`config.mk`:
```
export PLATFORM = sky130hd
export DESIGN_NAME = team_06_button_conditioner
export DESIGN_NICKNAME = d
export VERILOG_FILES = /design/src/rtl/team_06_pkg.sv /design/src/rtl/team_06_button_channel.sv /design/src/rtl/team_06_button_conditioner.sv
export SDC_FILE = /design/constraint.sdc
export NUM_CORES = 1
export LEC_CHECK = 0
export CAP_MARGIN = 15
export CORE_MARGIN = 5
export CORE_UTILIZATION = 58
export CTS_BUF_LIST = sky130_fd_sc_hd__clkbuf_4
export DETAILED_ROUTE_END_ITERATION = 8
export GPL_ROUTABILITY_DRIVEN = 0
export HOLD_SLACK_MARGIN = 0.08
export PLACE_DENSITY_LB_ADDON = 0.08
export SLEW_MARGIN = 40
export SYNTH_ARGS = -nofsm -noshare
export SYNTH_HDL_FRONTEND = slang
export SYNTH_SLANG_ARGS = --single-unit
```
`constraint.sdc`:
```
create_clock -name clk_i -period 8.98 [get_ports clk_i]
set_clock_uncertainty 0.15 [all_clocks]
set_input_delay 1.347 -clock clk_i [delete_from_list [all_inputs] [get_ports clk_i]]
set_output_delay 1.347 -clock clk_i [all_outputs]
set_load 0.01 [all_outputs]
```
`src/rtl/team_06_pkg.sv`:
```
// Shared definitions for the push-button front end: channel indices,
// per-channel state encoding and the 40 MHz default timing.
package team_06_pkg;

    // Channel index of each game button on the GPIO vector
    localparam int BTN_RESET = 0;
    localparam int BTN_RIGHT = 1;
    localparam int BTN_LEFT  = 2;
    localparam int BTN_UP    = 3;
    localparam int BTN_DOWN  = 4;
    localparam int BTN_START = 5;

    // Default timing at 40 MHz
    localparam int DEF_NUM_BTN         = 6;
    localparam int DEF_SYNC_STAGES     = 2;
    localparam int DEF_DEBOUNCE_CYCLES = 400000;    // 10 ms
    localparam int DEF_REPEAT_DELAY    = 20000000;  // 500 ms
    localparam int DEF_REPEAT_RATE     = 4000000;   // 100 ms
    localparam int DEF_CNT_W           = 25;
    localparam int DEF_ID_W            = 3;
    localparam logic [DEF_NUM_BTN-1:0] DEF_REPEAT_MASK = 6'b011110;

    // Per-channel press state
    typedef enum logic [1:0] {
        ST_RELEASED  = 2'd0,
        ST_HELD      = 2'd1,
        ST_REPEATING = 2'd2
    } btn_state_e;

endpackage

```
`src/rtl/team_06_button_channel.sv`:
```
// One button channel: pad synchroniser, debounce filter and a
// RELEASED/HELD/REPEATING state machine producing single-cycle pulses.
module team_06_button_channel
    import team_06_pkg::*;
#(
    parameter int SYNC_STAGES     = DEF_SYNC_STAGES,
    parameter int DEBOUNCE_CYCLES = DEF_DEBOUNCE_CYCLES,
    parameter int REPEAT_DELAY    = DEF_REPEAT_DELAY,
    parameter int REPEAT_RATE     = DEF_REPEAT_RATE,
    parameter bit REPEAT_EN       = 1'b0,
    parameter int CNT_W           = DEF_CNT_W
) (
    input  logic clk_i,
    input  logic rst_i,
    input  logic en_i,
    input  logic raw_i,
    output logic level_o,
    output logic press_o,
    output logic release_o,
    output logic event_o,
    output logic event_next_o
);

    localparam logic [CNT_W-1:0] DEB_TC   = CNT_W'(DEBOUNCE_CYCLES - 1);
    localparam logic [CNT_W-1:0] DELAY_TC = CNT_W'(REPEAT_DELAY - 1);
    localparam logic [CNT_W-1:0] RATE_TC  = CNT_W'(REPEAT_RATE - 1);

    logic [SYNC_STAGES-1:0] sync_q;
    logic                   sample;
    logic                   level_q, level_d;
    logic [CNT_W-1:0]       deb_cnt_q, deb_cnt_d;
    logic [CNT_W-1:0]       rpt_cnt_q, rpt_cnt_d;
    btn_state_e             state_q, state_d;
    logic                   press_q, press_d;
    logic                   release_q, release_d;
    logic                   event_q, event_d;
    logic                   deb_toggle, rise, fall, rpt_fire;

    // Synchroniser runs regardless of enable so the sample is always fresh
    always_ff @(posedge clk_i or posedge rst_i) begin
        if (rst_i) sync_q <= '0;
        else       sync_q <= {sync_q[SYNC_STAGES-2:0], raw_i};
    end

    assign sample     = sync_q[SYNC_STAGES-1];
    assign deb_toggle = en_i && (sample != level_q) && (deb_cnt_q == DEB_TC);
    assign rise       = deb_toggle && !level_q;
    assign fall       = deb_toggle && level_q;

    // Debounce: count consecutive disagreeing samples, flip level at terminal count
    always_comb begin
        level_d   = level_q;
        deb_cnt_d = '0;
        if (!en_i) begin
            level_d = 1'b0;
        end else if (sample != level_q) begin
            if (deb_cnt_q == DEB_TC) level_d = ~level_q;
            else                     deb_cnt_d = deb_cnt_q + CNT_W'(1);
        end
    end

    // Debounce registers
    always_ff @(posedge clk_i or posedge rst_i) begin
        if (rst_i) begin
            level_q   <= 1'b0;
            deb_cnt_q <= '0;
        end else begin
            level_q   <= level_d;
            deb_cnt_q <= deb_cnt_d;
        end
    end

    // State register, repeat counter and registered pulse outputs
    always_ff @(posedge clk_i or posedge rst_i) begin
        if (rst_i) begin
            state_q   <= ST_RELEASED;
            rpt_cnt_q <= '0;
            press_q   <= 1'b0;
            release_q <= 1'b0;
            event_q   <= 1'b0;
        end else begin
            state_q   <= state_d;
            rpt_cnt_q <= rpt_cnt_d;
            press_q   <= press_d;
            release_q <= release_d;
            event_q   <= event_d;
        end
    end

    // Next state; the repeat counter only runs on repeat-enabled channels so it never wraps
    always_comb begin
        state_d   = state_q;
        rpt_cnt_d = '0;
        unique case (state_q)
            ST_RELEASED: begin
                if (rise) state_d = ST_HELD;
            end
            ST_HELD: begin
                if (fall) begin
                    state_d = ST_RELEASED;
                end else if (REPEAT_EN) begin
                    if (rpt_cnt_q == DELAY_TC) state_d = ST_REPEATING;
                    else                       rpt_cnt_d = rpt_cnt_q + CNT_W'(1);
                end
            end
            ST_REPEATING: begin
                if (fall)                     state_d = ST_RELEASED;
                else if (rpt_cnt_q != RATE_TC) rpt_cnt_d = rpt_cnt_q + CNT_W'(1);
            end
            default: state_d = ST_RELEASED;
        endcase
        if (!en_i) begin
            state_d   = ST_RELEASED;
            rpt_cnt_d = '0;
        end
    end

    // Pulse decode; a release in the same cycle wins over a repeat
    always_comb begin
        press_d   = (state_q == ST_RELEASED) && rise;
        release_d = (state_q != ST_RELEASED) && fall;
        rpt_fire  = en_i && !fall &&
                    (((state_q == ST_HELD) && REPEAT_EN && (rpt_cnt_q == DELAY_TC)) ||
                     ((state_q == ST_REPEATING) && (rpt_cnt_q == RATE_TC)));
        event_d   = press_d || rpt_fire;
    end

    assign level_o      = level_q;
    assign press_o      = press_q;
    assign release_o    = release_q;
    assign event_o      = event_q;
    assign event_next_o = event_d;

endmodule

```
`src/rtl/team_06_button_conditioner.sv`:
```
// N-channel button front end: one conditioning channel per pad plus a
// registered lowest-index priority encoder over the event vector.
module team_06_button_conditioner
    import team_06_pkg::*;
#(
    parameter int NUM_BTN         = DEF_NUM_BTN,
    parameter int SYNC_STAGES     = DEF_SYNC_STAGES,
    parameter int DEBOUNCE_CYCLES = DEF_DEBOUNCE_CYCLES,
    parameter int REPEAT_DELAY    = DEF_REPEAT_DELAY,
    parameter int REPEAT_RATE     = DEF_REPEAT_RATE,
    parameter logic [NUM_BTN-1:0] REPEAT_MASK = NUM_BTN'(DEF_REPEAT_MASK),
    parameter int CNT_W           = DEF_CNT_W,
    parameter int ID_W            = DEF_ID_W
) (
    input  logic               clk_i,
    input  logic               rst_i,
    input  logic               en_i,
    input  logic [NUM_BTN-1:0] btn_raw_i,
    output logic [NUM_BTN-1:0] btn_level_o,
    output logic [NUM_BTN-1:0] btn_press_o,
    output logic [NUM_BTN-1:0] btn_release_o,
    output logic [NUM_BTN-1:0] btn_event_o,
    output logic               evt_valid_o,
    output logic [ID_W-1:0]    evt_id_o
);

    logic [NUM_BTN-1:0] evt_next;
    logic               evt_valid_q, evt_valid_d;
    logic [ID_W-1:0]    evt_id_q, evt_id_d;

    for (genvar i = 0; i < NUM_BTN; i++) begin : g_chan
        team_06_button_channel #(
            .SYNC_STAGES     (SYNC_STAGES),
            .DEBOUNCE_CYCLES (DEBOUNCE_CYCLES),
            .REPEAT_DELAY    (REPEAT_DELAY),
            .REPEAT_RATE     (REPEAT_RATE),
            .REPEAT_EN       (REPEAT_MASK[i]),
            .CNT_W           (CNT_W)
        ) u_chan (
            .clk_i        (clk_i),
            .rst_i        (rst_i),
            .en_i         (en_i),
            .raw_i        (btn_raw_i[i]),
            .level_o      (btn_level_o[i]),
            .press_o      (btn_press_o[i]),
            .release_o    (btn_release_o[i]),
            .event_o      (btn_event_o[i]),
            .event_next_o (evt_next[i])
        );
    end

    // Encode from the channels' next-cycle events so evt_* line up with btn_event
    always_comb begin
        evt_valid_d = |evt_next;
        evt_id_d    = '0;
        for (int i = NUM_BTN - 1; i >= 0; i--) begin
            if (evt_next[i]) evt_id_d = ID_W'(i);
        end
    end

    // Encoder output registers
    always_ff @(posedge clk_i or posedge rst_i) begin
        if (rst_i) begin
            evt_valid_q <= 1'b0;
            evt_id_q    <= '0;
        end else begin
            evt_valid_q <= evt_valid_d;
            evt_id_q    <= evt_id_d;
        end
    end

    assign evt_valid_o = evt_valid_q;
    assign evt_id_o    = evt_id_q;

endmodule

```
==> flow_metrics.tcl <==
set metrics [dict create \
    critPathCapture "g_chan[3].u_chan.rpt_cnt_q[17]" \
    nFillCells 2168 \
    cp-end-kind "register" \
    drtPass1Iterations 5 \
    port_buffers 36 \
    track_usage 0.206 \
    grt-ovfl-total 0 \
    seqPwrFrac 0.515 \
    r2r_cells 6 \
    clock-root-buffer "clkbuf_4" \
    grt_max_degree 105 \
    syn_nets 1603 \
    p_switching_mw 0.602 \
    cts_made_buffers 80 \
    rsz0062_at_grt "no" \
    synthAdderAreaFrac 0.0183 \
    drive_above_1_share 0.0999 \
    ir_drop_uv 146 \
    reg2reg_to "g_chan[3].u_chan.rpt_cnt_q[17]" \
    synth_xor_area_frac 0.127 \
    syn-cell-area_um2 15100 \
    setup_violations 0 \
    num_rows 59 \
    synth-compound-area-share 0.0329 \
    synthTopCellsByArea "dfrtp_1 (50%), nor2_1 (7.8%), xnor2_1 (6.3%)" \
    p_int_mw 2.02 \
    die_y_um 171 \
    drt-total-wl_um 29100 \
    fin_setup_tns_ns 0 \
    dp_slack_ns 4.93 \
    area_growth_syn_to_layout_pct 10.1 \
    reg2reg_slack_ns 6.12 \
    clockPowerShare 0.462 \
    finalHoldViolCount 0 \
    cts_setup_buffers 0 \
    ys_types 69 \
    period_needed_ns 3.36 \
    coreArea_um2 25800 \
    cts_tree "yes" \
    clk_pin_slew_ns 0.07 \
    finalCritPeriodShare 0.374 \
    netSwitchingFraction 0.229 \
    relSlewSlack 0.469 \
    worstPathArrival_ns 3.79 \
    cp_max_fo 31 \
    clockBufferDepth 3 \
    p_per_area_nw_per_um2 158 \
    synth_seq_area_share 0.495 \
    crit_start "en_i" \
    synth_edf_count 0 \
    synth.area.mux_share 0.00532 \
    grt_pass1_wl_um 50800 \
    die_x_um 171 \
    die_area_um2 29300 \
    clock_sinks 298 \
    required_ns 9.41 \
    min_path_type "register to register" \
    async_flop_share 1.00 \
    power_frac_comb 0.023 \
    ctsResizeCount 0 \
    critPathMaxStageDelay_ns 0.70 \
    insertion_delay_ns 0.70 \
    cts_hold_buf 0 \
    drc 0 \
    finalWorstSetupSlack_ns 5.62 \
    critical_path_buf_inv_count 3 \
    synthFlopType "dfrtp_1" \
    r2r_start "g_chan[3].u_chan.deb_cnt_q[0]" \
    crit_slowest_cell "or3b_1" \
    worst_setup_path_start_kind "input port" \
    yosysTopAreaCellShare 0.495 \
    synthCells 1572 \
    htree_levels 3 \
    critPathKind "input port to register" \
    cap_violations 0 \
    nets 1664 \
    slew_violations 0 \
    path_depth 6 \
    synth_warnings 0 \
    initial_core_util 0.583 \
    grt_pass1_vias 10800 \
    wl_per_cell_um 14.4 \
    antenna_found_initial 1 \
    num_vias 11000 \
    synth_top_family_by_area "simple AND/OR/NAND/NOR gates" \
    final_antenna_net_count 0 \
    drt-initial-drc-count 621 \
    status "finished clean" \
    synth.largest_area_cell "dfrtp_1" \
    utilization 0.641 \
    via_per_inst 5.43 \
    crit_chain "clkdlybuf4s50_1, buf_4, inv_1, a21o_2, or3b_1, nor2_1" \
    synth_area_per_cell_um2 9.58 \
    worst_pin_slew_ns 0.796 \
    timing.fmax_mhz 298 \
    ys_ff_latch 298 \
    io_pins 37 \
    synth-simple-area-share 0.279 \
    post-dp-hpwl_um 19500 \
    path_delay_family "buffers and inverters" \
    p_leak_nw 6.78 \
]
## area by class of cell
| type | count | area, µm² | area share |
|---|---|---|---|
| Antenna cell | 1 | 2.50 | 0.000151 |
| Clock buffer | 119 | 893 | 0.0539 |
| Clock inverter | 22 | 143 | 0.00861 |
| Inverter | 57 | 218 | 0.0131 |
| Multi-Input combinational cell | 1154 | 7000 | 0.422 |
| Sequential cell | 298 | 7460 | 0.450 |
| Tap cell | 335 | 419 | 0.0253 |
| Timing Repair Buffer | 42 | 445 | 0.0269 |
## cells in the final DEF (no fill, tap or decap), drive strengths merged, types with 8 or more instances in the layout
cell           count
nor2             313
dfrtp            298
clkbuf           119
nand2            114
xor2             109
xnor2            109
nand3             97
nand4             61
inv               59
nor4              44
nor3              42
and3              41
clkdlybuf4s50     36
o21ai             27
a21oi             25
and4              23
ha                22
or3               21
clkinv            16
and2              11
nor2b             10
mux2i              8
## logic make-up (layout without fill, tap and decap cells)
kind of cell             after synthesis  after routing
buffers and inverters                120            240
XOR/XNOR                             218            218
adder cells (fa/ha/maj)               22             22
other                                  0              1
AO/OA/AOI/OAI                         80             80
flip-flops                           298            298
multiplexers                           8              8
AND/OR/NAND/NOR                      826            826
## layer usage
| metal | part of all wire | track usage | vias up |
|---|---|---|---|
| li1 | - | - | 5497 |
| met1 | 0.47 | 0.284 | 5308 |
| met2 | 0.47 | 0.327 | 161 |
| met3 | 0.039 | 0.0421 | 56 |
| met4 | 0.024 | 0.0720 | 0 |
| met5 | 0 | 0 | - |
## sequential cells by signal (all words and copies together), names as in the netlist, 4 cells and up
register                 count
g_chan.u_chan.state_q       10
g_chan.u_chan.level_o        6
g_chan.u_chan.release_o      6
g_chan.u_chan.deb_cnt_q    150
g_chan.u_chan.rpt_cnt_q    100
g_chan.u_chan.sync_q        12
g_chan.u_chan.press_o        4
g_chan.u_chan.event_o        6
## synthesized netlist by cell type, drive strengths merged (6+ instances only)
master,number
a21oi,25
and2,11
and3,41
and4,23
buf,46
clkbuf,17
dfrtp,298
ha,22
inv,57
mux2i,8
nand2,114
nand2b,7
nand3,97
nand4,61
nand4b,7
nor2,313
nor2b,10
nor3,42
nor4,44
nor4b,7
o21ai,27
or2,6
or3,21
or4,6
xnor2,109
xor2,109
## how the worst min path moves through the flow
stage | depth (start not counted) | from | slack (ns) | endpoint
after detailed placement | 0 | g_chan[5].u_chan.sync_q[0] | 0.18 | g_chan[5].u_chan.sync_q[1]
final | 0 | g_chan[5].u_chan.sync_q[0] | 0.18 | g_chan[5].u_chan.sync_q[1]
after global routing | 0 | g_chan[5].u_chan.sync_q[0] | 0.19 | g_chan[5].u_chan.sync_q[1]
after CTS | 0 | g_chan[5].u_chan.sync_q[0] | 0.17 | g_chan[5].u_chan.sync_q[1]
after floorplan | 0 | g_chan[0].u_chan.sync_q[0] | 0.18 | g_chan[0].u_chan.sync_q[1]
after global placement | 0 | g_chan[1].u_chan.sync_q[0] | 0.18 | g_chan[1].u_chan.sync_q[1]
## power by group through the flow
| stage | Sequential, mW | Clock (mW) | Combinational, mW |
|---|---|---|---|
| 2_1_floorplan | 1.38 | 0 | 0.0426 |
| 3_5_place_dp | 1.38 | 0 | 0.0619 |
| 5_1_grt | 1.35 | 1.34 | 0.0692 |
| 6_report | 1.35 | 1.21 | 0.0593 |
| 4_1_cts | 1.35 | 1.26 | 0.0619 |
| 3_3_place_gp | 1.38 | 0 | 0.0588 |
## through the flow
stage	cell area (µm²)	power (mW)	std cells	hold slack, ns
2_1_floorplan	15100	1.42	1572	0.181
3_3_place_gp	15500	1.44	1885	0.183
3_5_place_dp	15500	1.44	1886	0.185
4_1_cts	16600	2.68	2027	0.174
5_1_grt	16600	2.76	2028	0.194
6_report	16600	2.63	2028	0.179
Power figures use the tool's default switching activity.
